===== src/rtl/alu_seq_pkg.sv =====
// Shared definitions for the sequential ALU: op codes, FSM state encoding
// and the WIDTH+1 bit add helper used by all arithmetic ops.
package alu_seq_pkg;

   localparam logic [3:0] OP_ADD = 4'b0000;
   localparam logic [3:0] OP_SUB = 4'b0001;
   localparam logic [3:0] OP_INC = 4'b0010;
   localparam logic [3:0] OP_DEC = 4'b0011;
   localparam logic [3:0] OP_AND = 4'b0100;
   localparam logic [3:0] OP_OR  = 4'b0101;
   localparam logic [3:0] OP_XOR = 4'b0110;
   localparam logic [3:0] OP_NOT = 4'b0111;
   localparam logic [3:0] OP_MUL = 4'b1000;

   typedef enum logic {
      ST_IDLE = 1'b0,
      ST_MUL  = 1'b1
   } state_t;

   // Widest operand the add helper supports.
   localparam int MAX_W = 64;

   typedef struct packed {
      logic [MAX_W-1:0] sum;
      logic             carry;
      logic             ovf;
   } add_res_t;

   // Add two zero-extended operands plus carry-in. msb_mask is one-hot at the
   // operand sign bit (bit WIDTH-1); carry is the bit just above it, and ovf
   // flags equal operand signs with a differing result sign.
   function automatic add_res_t add_ovf(input logic [MAX_W-1:0] a,
                                        input logic [MAX_W-1:0] b,
                                        input logic             cin,
                                        input logic [MAX_W-1:0] msb_mask);
      logic [MAX_W:0] s;
      logic           sa, sb, ss;
      add_res_t       r;
      s       = {1'b0, a} + {1'b0, b} + {{MAX_W{1'b0}}, cin};
      sa      = |(a & msb_mask);
      sb      = |(b & msb_mask);
      ss      = |(s[MAX_W-1:0] & msb_mask);
      r.sum   = s[MAX_W-1:0];
      r.carry = |(s & {msb_mask, 1'b0});
      r.ovf   = (sa == sb) && (ss != sa);
      return r;
   endfunction

endpackage


===== src/rtl/alu_mul_seq.sv =====
// Unsigned shift-add multiplier, one step per cycle. load captures the
// operands and arms the counter at WIDTH-1; each step adds the multiplicand
// into the upper half when the current multiplier bit is set, then shifts
// right. prod is the value after the current step, so the owner registers it
// on the step where last=1.
module alu_mul_seq #(
   parameter int WIDTH = 8,
   parameter int CNT_W = $clog2(WIDTH) + 1
) (
   input  logic                 clk,
   input  logic                 reset,
   input  logic                 load,
   input  logic                 step,
   input  logic [WIDTH-1:0]     a,
   input  logic [WIDTH-1:0]     b,
   output logic [2*WIDTH-1:0]   prod,
   output logic                 last
);

   logic [2*WIDTH-1:0] p;
   logic [WIDTH-1:0]   mcand;
   logic [CNT_W-1:0]   cnt;
   logic [WIDTH:0]     upper;

   // Next partial product: conditional add into the upper half, then shift.
   always_comb begin
      upper = {1'b0, p[2*WIDTH-1:WIDTH]} + (p[0] ? {1'b0, mcand} : '0);
      prod  = {upper, p[WIDTH-1:1]};
      last  = (cnt == '0);
   end

   // Iteration counter, WIDTH-1 down to 0.
   always_ff @(posedge clk) begin
      if (reset)
         cnt <= '0;
      else if (load)
         cnt <= CNT_W'(WIDTH - 1);
      else if (step)
         cnt <= cnt - 1'b1;
   end

   // Accumulator / multiplier shift register and multiplicand.
   always_ff @(posedge clk) begin
      if (load) begin
         p     <= {{WIDTH{1'b0}}, b};
         mcand <= a;
      end else if (step) begin
         p     <= prod;
      end
   end

endmodule


===== src/rtl/alu_seq.sv =====
// Sequential ALU with start/done handshake. Single-cycle ops register their
// result at the accept edge; MUL (only when ALU_SEQ_MUL_EN is defined) runs a
// WIDTH-cycle shift-add sequence. Without ALU_SEQ_MUL_EN, Op 1000 behaves as a
// reserved op and busy is tied low.
module alu_seq
   import alu_seq_pkg::*;
#(
   parameter int WIDTH = 8,
   parameter int CNT_W = $clog2(WIDTH) + 1
) (
   input  logic             clk,
   input  logic             reset,
   input  logic             start,
   input  logic [3:0]       Op,
   input  logic [WIDTH-1:0] A,
   input  logic [WIDTH-1:0] B,
   input  logic             c_in,
   output logic [WIDTH-1:0] R,
   output logic [WIDTH-1:0] RH,
   output logic             zero,
   output logic             carry,
   output logic             sign,
   output logic             ovf,
   output logic             busy,
   output logic             done
);

   localparam logic [MAX_W-1:0] MSB_M = MAX_W'(1) << (WIDTH - 1);

   state_t             state, state_n;
   logic               accept, is_mul;
   logic [2*WIDTH-1:0] mul_prod;
   logic               mul_last;
   logic [WIDTH-1:0]   b_op, res;
   logic               cin_op, arith, c_n, v_n;
   add_res_t           ar;
   logic               unused_sum_hi;

   assign accept = start && (state == ST_IDLE);

`ifdef ALU_SEQ_MUL_EN
   assign is_mul = (Op == OP_MUL);
   assign busy   = (state == ST_MUL);

   alu_mul_seq #(.WIDTH(WIDTH), .CNT_W(CNT_W)) u_mul (
      .clk   (clk),
      .reset (reset),
      .load  (accept && is_mul),
      .step  (state == ST_MUL),
      .a     (A),
      .b     (B),
      .prod  (mul_prod),
      .last  (mul_last)
   );
`else
   logic [CNT_W-1:0] unused_cnt_w;
   assign unused_cnt_w = '0;
   assign is_mul       = 1'b0;
   assign busy         = 1'b0;
   assign mul_prod     = '0;
   assign mul_last     = 1'b0;
`endif

   // Single-cycle datapath: pick the adder operands or a logic result.
   // Reserved codes (and MUL when it is not built) leave everything at 0.
   always_comb begin
      b_op   = B;
      cin_op = c_in;
      arith  = 1'b0;
      res    = '0;
      case (Op)
         OP_ADD: arith = 1'b1;
         OP_SUB: begin b_op = ~B; cin_op = 1'b1; arith = 1'b1; end
         OP_INC: begin b_op = '0; cin_op = 1'b1; arith = 1'b1; end
         OP_DEC: begin b_op = '1; cin_op = 1'b0; arith = 1'b1; end
         OP_AND: res = A & B;
         OP_OR:  res = A | B;
         OP_XOR: res = A ^ B;
         OP_NOT: res = ~A;
         default: res = '0;
      endcase
      ar  = add_ovf(MAX_W'(A), MAX_W'(b_op), cin_op, MSB_M);
      c_n = arith && ar.carry;
      v_n = arith && ar.ovf;
      if (arith)
         res = ar.sum[WIDTH-1:0];
   end

   assign unused_sum_hi = ^(ar.sum >> WIDTH);

   // FSM state register.
   always_ff @(posedge clk) begin
      if (reset)
         state <= ST_IDLE;
      else
         state <= state_n;
   end

   // FSM next state: enter MUL on an accepted multiply, leave on the last step.
   always_comb begin
      state_n = state;
      case (state)
         ST_IDLE: if (accept && is_mul) state_n = ST_MUL;
         ST_MUL:  if (mul_last)         state_n = ST_IDLE;
         default: state_n = ST_IDLE;
      endcase
   end

   // Result/flag registers and done pulse; values hold until the next done.
   always_ff @(posedge clk) begin
      if (reset) begin
         R     <= '0;
         RH    <= '0;
         zero  <= 1'b0;
         carry <= 1'b0;
         sign  <= 1'b0;
         ovf   <= 1'b0;
         done  <= 1'b0;
      end else begin
         done <= 1'b0;
         if (accept && !is_mul) begin
            R     <= res;
            RH    <= '0;
            zero  <= (res == '0);
            carry <= c_n;
            sign  <= res[WIDTH-1];
            ovf   <= v_n;
            done  <= 1'b1;
         end else if ((state == ST_MUL) && mul_last) begin
            R     <= mul_prod[WIDTH-1:0];
            RH    <= mul_prod[2*WIDTH-1:WIDTH];
            zero  <= (mul_prod == '0);
            carry <= (mul_prod[2*WIDTH-1:WIDTH] != '0);
            sign  <= mul_prod[WIDTH-1];
            ovf   <= 1'b0;
            done  <= 1'b1;
         end
      end
   end

endmodule


===== config.mk =====
export PLATFORM = sky130hd
export DESIGN_NAME = alu_seq
export DESIGN_NICKNAME = d
export VERILOG_FILES = /design/src/rtl/alu_seq_pkg.sv /design/src/rtl/alu_mul_seq.sv /design/src/rtl/alu_seq.sv
export SDC_FILE = /design/constraint.sdc
export NUM_CORES = 1
export LEC_CHECK = 0
export ABC_AREA = 1
export BUFFER_PORTS_ARGS = -buffer_cell sky130_fd_sc_hd__buf_4
export CORE_MARGIN = 2
export CORE_UTILIZATION = 40
export CTS_BUF_LIST = sky130_fd_sc_hd__clkbuf_4 sky130_fd_sc_hd__clkbuf_8
export DETAILED_ROUTE_END_ITERATION = 16
export PLACE_DENSITY = 0.71
export SLEW_MARGIN = 20
export SYNTH_ARGS = -nofsm -noshare
export SYNTH_HDL_FRONTEND = slang
export SYNTH_SLANG_ARGS = --single-unit

===== constraint.sdc =====
create_clock -name clk -period 3 [get_ports clk]
set_clock_uncertainty 0.15 [all_clocks]
set_input_delay 0 -clock clk [delete_from_list [all_inputs] [get_ports clk]]
set_output_delay 0 -clock clk [all_outputs]
set_load 0.005 [all_outputs]

; ---- Yosys cells after proc, flatten, opt, wreduce, memory -nomap -nowiden
; Cells that the tools add are included.
[classes]
n_addsub = 2
bitwise = 6
reduce_logical = 8
eq_ne = 9
mux = 7
[ops]
columns = cell, count
row1 = $pmux 8 s4, 1
row2 = $pmux 8 s3, 1
row3 = $eq 4x3->1 const B, 4
row4 = $not 8->8, 2
row5 = $add 8x8->9, 1
row6 = $add 9x1->9, 1
row7 = $and 8x8->8, 1
row8 = $eq 4x2->1 const B, 2
row9 = $logic_not 8->1, 1
row10 = $mux 8, 1
row11 = $or 8x8->8, 1
row12 = $xor 8x8->8, 1
row13 = $eq 4x1->1 const B, 1
row14 = $logic_and 1x1->1, 4
row15 = $logic_not 4->1, 1
row16 = $pmux 1 s2, 2
row17 = $reduce_or 4->1, 1
row18 = $mux 1, 2
row19 = $reduce_or 2->1, 1
row20 = $eq 1x1->1, 1
row21 = $ne 1x1->1, 1
row22 = $not 1->1, 1
[word_totals]
elab_cells = 39
inputBits = 24
output_inout_bits = 22
reg_bits = 14

; ---- Logic depth before layout (Yosys ltp)
; Gate-level depths: netlist of the first run.
[depth]
ltp_word = 7
depth_mapped = 21
depth_no_buf = 21

; ---- Worst setup path before layout of the first run
; OpenSTA, ideal clock, no wires.
[synth_path]
path_type = in2reg
startpoint = input Op[2]
endpoint = register zero
n_path_buf = 0
t_arrival_ps = 2051
setup_ps = 64
cell_stages = 21
t_required_ps = 2786
path_slack_ps = 735
path_cell_list = inv_2 nand2_2 nor2_1 o21ai_0 o21ai_0 inv_1 fa_1 inv_1 fa_1 nand2_1 nand2_1 nand3_1 nand2_1 nand2_1 nand3_1 nand2_1 nor2_1 nand2_1 nor2_1 nor2_1 nor2_1
[synth_via]
elab_chain_len = 6
word_cells_on_any_way = 18
classes_between = add/sub: 2 / eq/ne: 7 / mux: 5 / reduce/logical: 4
[synth_lines]
columns = item, line_no
row1 = "start, declared", alu_seq.sv:14  ; input logic [3:0] Op,
row2 = $eq 4x2->1 / $eq 4x1->1 (equally long branches), alu_seq.sv:71  ; case (Op)
row3 = $pmux 8 s3 / $reduce_or 2->1 (equally long branches), -
row4 = $add 8x8->9 / $pmux 1 s2 (equally long branches), "alu_seq_pkg.sv:39, alu_seq.sv:71"
row5 = $add 9x1->9, alu_seq_pkg.sv:39  ; s = {1'b0, a} + {1'b0, b} + {{MAX_W{1'b0}}, cin};
row6 = $mux 8 *, alu_seq.sv:85  ; if (arith)
row7 = $logic_not 8->1 *, alu_seq.sv:124  ; zero <= (res == '0);
row8 = "end signal, assigned", alu_seq.sv:124
row9 = "end signal, assigned", alu_seq.sv:132  ; zero <= (mul_prod == '0);
row10 = "end, declared", alu_seq.sv:20  ; output logic zero,
; Mark *: on every way between the ends. The rest lies on a longest branch, timed or not.
; A chain may end at the register's enable or synchronous reset.

; ---- Worst setup path in the final report of the first run
; Ends and elaborated chain as after synthesis.

==> results.py, run 1 <==
metrics = {
    "sta": {
        "finalMaxSlewViolations": 0,
        "min_period_ns": 2.40,
        "grt_setup_unrepaired": "false",
        "finalSetupViolations": 0,
        "fmax_ghz": 0.417,
        "fin_ws_ns": 0.602,
        "hold_viol": 0,
        "post-route-period-util": 0.799,
        "tns_ns": 0,
    },
    "min_path": {
        "worstHoldPathType": "in -> reg",
        "hp-start": "A[6]",
    },
    "routing": {
        "drt-wirelength-per-cell_um": 11.4,
        "dr.pass1.iters": 4,
        "finalWirelength_um": 4080,
        "drt-initial-drc-count": 104,
        "drtAntennaViolNets": 0,
        "vias": 1738,
        "post_drt_via_cell_ratio": 4.84,
        "drcViolationCount": 0,
    },
    "placed_design": {
        "post-place-ws_ns": 0.382,
        "globalplace.congestion": 0.895,
        "place_area_sq_um": 1950,
        "hpwl_um": 3380,
        "port_buffers": 36,
    },
    "clock_tree": {
        "cts_buffer_depth": 2,
        "cts.reportedPaths.clkPinSlew_ns": 0.05,
        "cts_tree": "done",
        "root_buffer": "clkbuf_8",
        "htreeDepth": 1,
        "clock_latency_ns": 0.24,
        "hold_buffers": 3,
        "cts_resized": 0,
        "clock-sinks": 12,
        "cts_buffers": 3,
        "post-cts-setup-buffer-count": 0,
    },
    "power_and_ir_drop": {
        "p_total_mw": 0.606,
        "leakagePower_nw": 1.16,
        "power.density_nw_per_um2": 298,
        "peakVddDrop_v": 0.000148,
    },
    "logic_synthesis": {
        "syn_area_per_cell_sq_um": 6.25,
        "synth.yosys.seq_area_share": 0.142,
        "ys_types": 27,
        "yosysWarnings": 0,
        "netlist_area_sq_um": 1690,
        "synthCells": 270,
        "synth-seq-cells": 12,
    },
    "floorplan": {
        "initial_core_util": 0.419,
        "core_region_area_sq_um": 4030,
        "die_h_um": 68.9,
        "rows": 23,
        "io_pins": 46,
        "die_w_um": 68.9,
        "dieArea_sq_um": 4750,
    },
    "layout": {
        "fin_nets": 360,
        "final_cell_mix": "nand2_1 (55), inv_1 (42), buf_4 (38)",
        "area_growth_syn_to_layout_pct": 20.4,
        "drive_gt1_frac": 0.201,
        "final_common_cell": "nand2_1",
        "final_area_sq_um": 2030,
        "antenna_cells": 0,
        "fin_util": 0.504,
    },
    "setup_path": {
        "slowest_stage": "fa_1",
        "worstSetupPathType": "in -> reg",
        "cp-end-kind": "flop",
        "worstPathMaxFanout": 9,
        "worstPathArrival_ns": 2.43,
        "max_stage_delay_ns": 0.38,
        "critPathLaunch": "Op[2]",
        "crit_top_cell": "nand2_1",
        "cp-start-kind": "input port",
        "r2r_start": "R[1]",
        "crit_chain": "buf_4 > inv_2 > nand2_2 > nor2_1 > o22ai_1 > fa_1 > inv_1 > fa_1 > nand2_1 > nand2_1 > nand3_1 > nand2_1 > nand2_1 > nand3_1 > nand2_1 > nor2_1 > nand2_1 > nor2_1 > nor2_1 > nor2_1",
        "regToRegSetupSlack_ns": 2.17,
        "cp.required_ns": 3.03,
    },
    "global_routing": {
        "antenna_found_initial": 0,
        "grtUsageTotal": 0.187,
        "grt_pass1_vias": 1599,
        "grt_max_degree": 16,
        "grt_pass1_wl_um": 6840,
        "grt_overflow": 0,
    },
    "outcome": {
        "outcome": "completed",
    },
    "run": {
        "drv_cap": 0,
    },
}
[worst max-delay path: cells and delay by family]
family                   cells  cell delay, ns
AND/OR/NAND/NOR             14            1.38
adder cells (fa/ha/maj)      2            0.60
buffers and inverters        3            0.30
AO/OA/AOI/OAI                1            0.15
[state kept, by name, indices dropped and copies added (netlist names)]
register  cells
zero          1
carry         1
done          1
R             8
ovf           1
[synthesized netlist by cell type]
library cell / number / area, sq um
a21oi_1: 5 / 25.0
a31oi_1: 2 / 12.5
buf_4: 11 / 82.6
buf_6: 2 / 22.5
clkbuf_8: 1 / 13.8
conb_1: 1 / 3.75
dfxtp_1: 12 / 240
fa_1: 2 / 40.0
ha_1: 24 / 300
inv_1: 42 / 158
inv_2: 6 / 22.5
nand2_1: 55 / 206
nand2_2: 3 / 18.8
nand2_4: 1 / 11.3
nand3_1: 26 / 130
nand3b_1: 1 / 7.51
nand4_1: 2 / 12.5
nor2_1: 28 / 105
nor2_2: 4 / 25.0
nor2_4: 3 / 33.8
nor3_2: 1 / 10.0
o211ai_1: 1 / 7.51
o21ai_0: 26 / 130
o21ai_1: 7 / 35.0
o21ai_2: 2 / 17.5
o22ai_1: 1 / 6.26
xor2_1: 1 / 8.76
[logic make-up (layout without fill, tap and decap cells)]
family,count (synthesis),count (layout),synth area share
buffers and inverters,62,93,0.177
AOI/OAI and AO/OA,44,44,0.139
DFF,12,12,0.142
adders and majority gates,26,26,0.202
and+or+nand+nor,124,124,0.332
other,1,9,0.00222
xor gates and xnor gates,1,1,0.00519
[metrics by stage]
step / hold slack, ns / instances
after floorplan: 0.0314 / 278
after global placement: 0.0895 / 352
after detailed placement: 0.0918 / 352
after CTS: 0.0515 / 359
after global routing: 0.0955 / 359
final: 0.0591 / 359
[final timing paths]
path	endpoint	cells past startpoint
setup / recovery	zero	20
hold / removal	R[6]	4
setup reg to reg	R[1]	4
hold reg to reg	carry	2
[final cells by class]
cell class / count / area, sq um
fill: 418 / 2000
sequential: 12 / 240
multi-input combinational: 204 / 1180
timing repair buffer: 41 / 315
inverter: 48 / 180
clock buffer: 4 / 55.1
tap: 50 / 62.6
[routing by layer]
layer / wire length, um / track usage / part of all wire
met5: 0 / 0 / 0
met4: 8 / 0.00980 / 0.0020
met3: 198 / 0.0292 / 0.049
met2: 2000 / 0.350 / 0.49
met1: 1870 / 0.234 / 0.46
[power breakdown]
group | switching, mW | internal, mW
clock network | 0.0602 | 0.116
logic | 0.150 | 0.105
registers | 0.00532 | 0.170
No activity file was read; power rests on OpenSTA's default activity.
==> run 2: changes to the inputs <==
--- a/config.mk
+++ b/config.mk
@@ -11,7 +11,7 @@
 export CORE_UTILIZATION = 40
 export CTS_BUF_LIST = sky130_fd_sc_hd__clkbuf_4 sky130_fd_sc_hd__clkbuf_8
 export DETAILED_ROUTE_END_ITERATION = 16
-export PLACE_DENSITY = 0.71
+export PLACE_DENSITY = 0.73
 export SLEW_MARGIN = 20
 export SYNTH_ARGS = -nofsm -noshare
 export SYNTH_HDL_FRONTEND = slang
==> constraint.sdc (replaced) <==
create_clock -name clk -period 2.2 [get_ports clk]
set_clock_uncertainty 0.15 [all_clocks]
set_input_delay 0 -clock clk [delete_from_list [all_inputs] [get_ports clk]]
set_output_delay 0 -clock clk [all_outputs]
set_load 0.005 [all_outputs]
==> results.py, run 2 (synthesis results as in run 1) <==
metrics = {
    "setup_path": {
        "crit_top_cell": "nand2_1",
        "regToRegSetupSlack_ns": 1.39,
        "r2r_start": "R[5]",
        "cp.required_ns": 2.23,
        "r2r-end": "R[5]",
        "max_stage_delay_ns": 0.37,
        "critPathLaunch": "Op[2]",
        "worstPathArrival_ns": 2.07,
        "cp-start-kind": "input port",
        "endpoint": "zero",
        "reg2reg_depth": 2,
        "worstSetupPathType": "in -> reg",
        "crit_buf_inv": 4,
        "crit_chain": "buf_4 > inv_2 > nand2_2 > nor2_2 > o21ai_0 > o21ai_0 > inv_1 > fa_2 > inv_2 > fa_2 > nand2_1 > nand2_2 > nand3_2 > nand2_1 > nand2_1 > nand3_2 > nand2_1 > nor2_1 > nand2_1 > nor2_1 > nor2_1 > nor2_1",
        "crit_family": "simple AND/OR/NAND/NOR gates",
        "slowest_stage": "fa_2",
        "path_depth": 22,
        "cp-end-kind": "flop",
        "worstPathMaxFanout": 4,
    },
    "clock_tree": {
        "root_buffer": "clkbuf_8",
        "clock-sinks": 12,
        "cts_tree": "done",
        "clock_latency_ns": 0.24,
        "cts_buffer_depth": 2,
        "cts_buffers": 3,
        "htreeDepth": 1,
        "cts.reportedPaths.clkPinSlew_ns": 0.05,
    },
    "layout": {
        "antenna_cells": 0,
        "fin_util": 0.541,
        "largest_register_ffs": 8,
        "area_growth_syn_to_layout_pct": 29.2,
        "drive_gt1_frac": 0.267,
        "final_common_cell": "buf_4",
        "final_area_sq_um": 2180,
        "regMostFlops": "R",
        "fin_nets": 377,
        "final_cell_mix": "buf_4 (55), nand2_1 (54), inv_1 (40)",
        "fill_cells": 408,
    },
    "global_routing": {
        "grtUsageTotal": 0.187,
        "grt_max_degree": 16,
        "grt_pass1_wl_um": 6790,
        "grt_overflow": 0,
        "grt_pass1_vias": 1643,
        "antenna_found_initial": 0,
    },
    "power_and_ir_drop": {
        "switching_power_mw": 0.304,
        "peakVddDrop_v": 0.000216,
        "seq_power_share": 0.274,
        "power_frac_comb": 0.453,
        "power.density_nw_per_um2": 400,
        "clkPwrFrac": 0.273,
        "leakagePower_nw": 1.24,
        "switching_share": 0.349,
        "p_int_mw": 0.568,
    },
    "floorplan": {
        "die_h_um": 68.9,
        "initial_core_util": 0.419,
        "rows": 23,
        "core_region_area_sq_um": 4030,
        "die_w_um": 68.9,
        "io_pins": 46,
        "dieArea_sq_um": 4750,
    },
    "routing": {
        "drtAntennaViolNets": 0,
        "drcViolationCount": 0,
        "vias": 1774,
        "post_drt_via_cell_ratio": 4.72,
        "finalWirelength_um": 4150,
        "drt-initial-drc-count": 105,
        "drt-wirelength-per-cell_um": 11.0,
        "dr.pass1.iters": 4,
    },
    "sta": {
        "tns_ns": 0,
        "hold_viol": 0,
        "min_period_ns": 2.04,
        "finalSetupViolations": 0,
        "fmax_ghz": 0.491,
        "finalMaxSlewViolations": 0,
        "grt_setup_unrepaired": "false",
        "fin_hold_ws_ns": 0.0681,
        "fin_ws_ns": 0.163,
        "post-route-period-util": 0.926,
    },
    "placed_design": {
        "globalplace.congestion": 0.879,
        "hpwl_um": 3370,
        "place_area_sq_um": 2070,
        "port_buffers": 36,
        "post-place-ws_ns": -0.184,
    },
    "run": {
        "drv_cap": 0,
    },
    "outcome": {
        "outcome": "completed",
    },
    "min_path": {
        "worstHoldPathType": "in -> reg",
    },
}
-- run 2: repair_timing --
action,4_1_cts,5_1_grt
hold buffers,3,0
buffers inserted,0,1
setup endpoints to repair,0,4
endpoints found under the hold margin,12,0
gates resized for setup,0,9
-- run 2: routing by layer --
layer / up-vias / track usage / routed length [um]
li1: 950 / - / -
met1: 777 / 0.226 / 1900
met2: 47 / 0.343 / 2050
met3: 0 / 0.0325 / 196
met4: 0 / 0.0441 / 0
met5: - / 0 / 0
-- run 2: worst min-delay path by stage --
stage | start | end | slack, ns | cells past startpoint
3_3_place_gp | reset | carry | 0.09 | 2
3_5_place_dp | reset | carry | 0.09 | 2
5_1_grt | A[6] | R[6] | 0.1 | 4
6_report | A[0] | R[0] | 0.07 | 4
2_1_floorplan | start | done | 0.03 | 2
4_1_cts | A[6] | R[6] | 0.06 | 4
-- run 2: power by group through the flow --
stage          Sequential (mW)  Combinational (mW)  Clock, mW
5_1_grt                  0.241               0.453      0.253
3_3_place_gp             0.244               0.367          0
2_1_floorplan            0.244               0.238          0
3_5_place_dp             0.244               0.376          0
6_report                 0.239               0.395      0.238
4_1_cts                  0.239               0.383      0.244
-- run 2: layout make-up --
class | count | area, sq um | area share
inverter | 48 | 180 | 0.0827
clock buffer | 4 | 55.1 | 0.0253
timing repair buffer | 58 | 443 | 0.203
sequential | 12 | 240 | 0.110
tap | 50 | 62.6 | 0.0287
multi-input combinational | 204 | 1200 | 0.550
-- run 2: per-stage QoR --
stage,std cells,power [mW]
3_3_place_gp,368,0.611
5_1_grt,376,0.946
4_1_cts,375,0.866
2_1_floorplan,278,0.482
3_5_place_dp,368,0.620
6_report,376,0.872
-- run 2: worst min-delay path, cell delays in order --
cell and delay, ns:
buf_4 0.12, o21ai_1 0.16, nor3_2 0.07, nor2_1 0.07
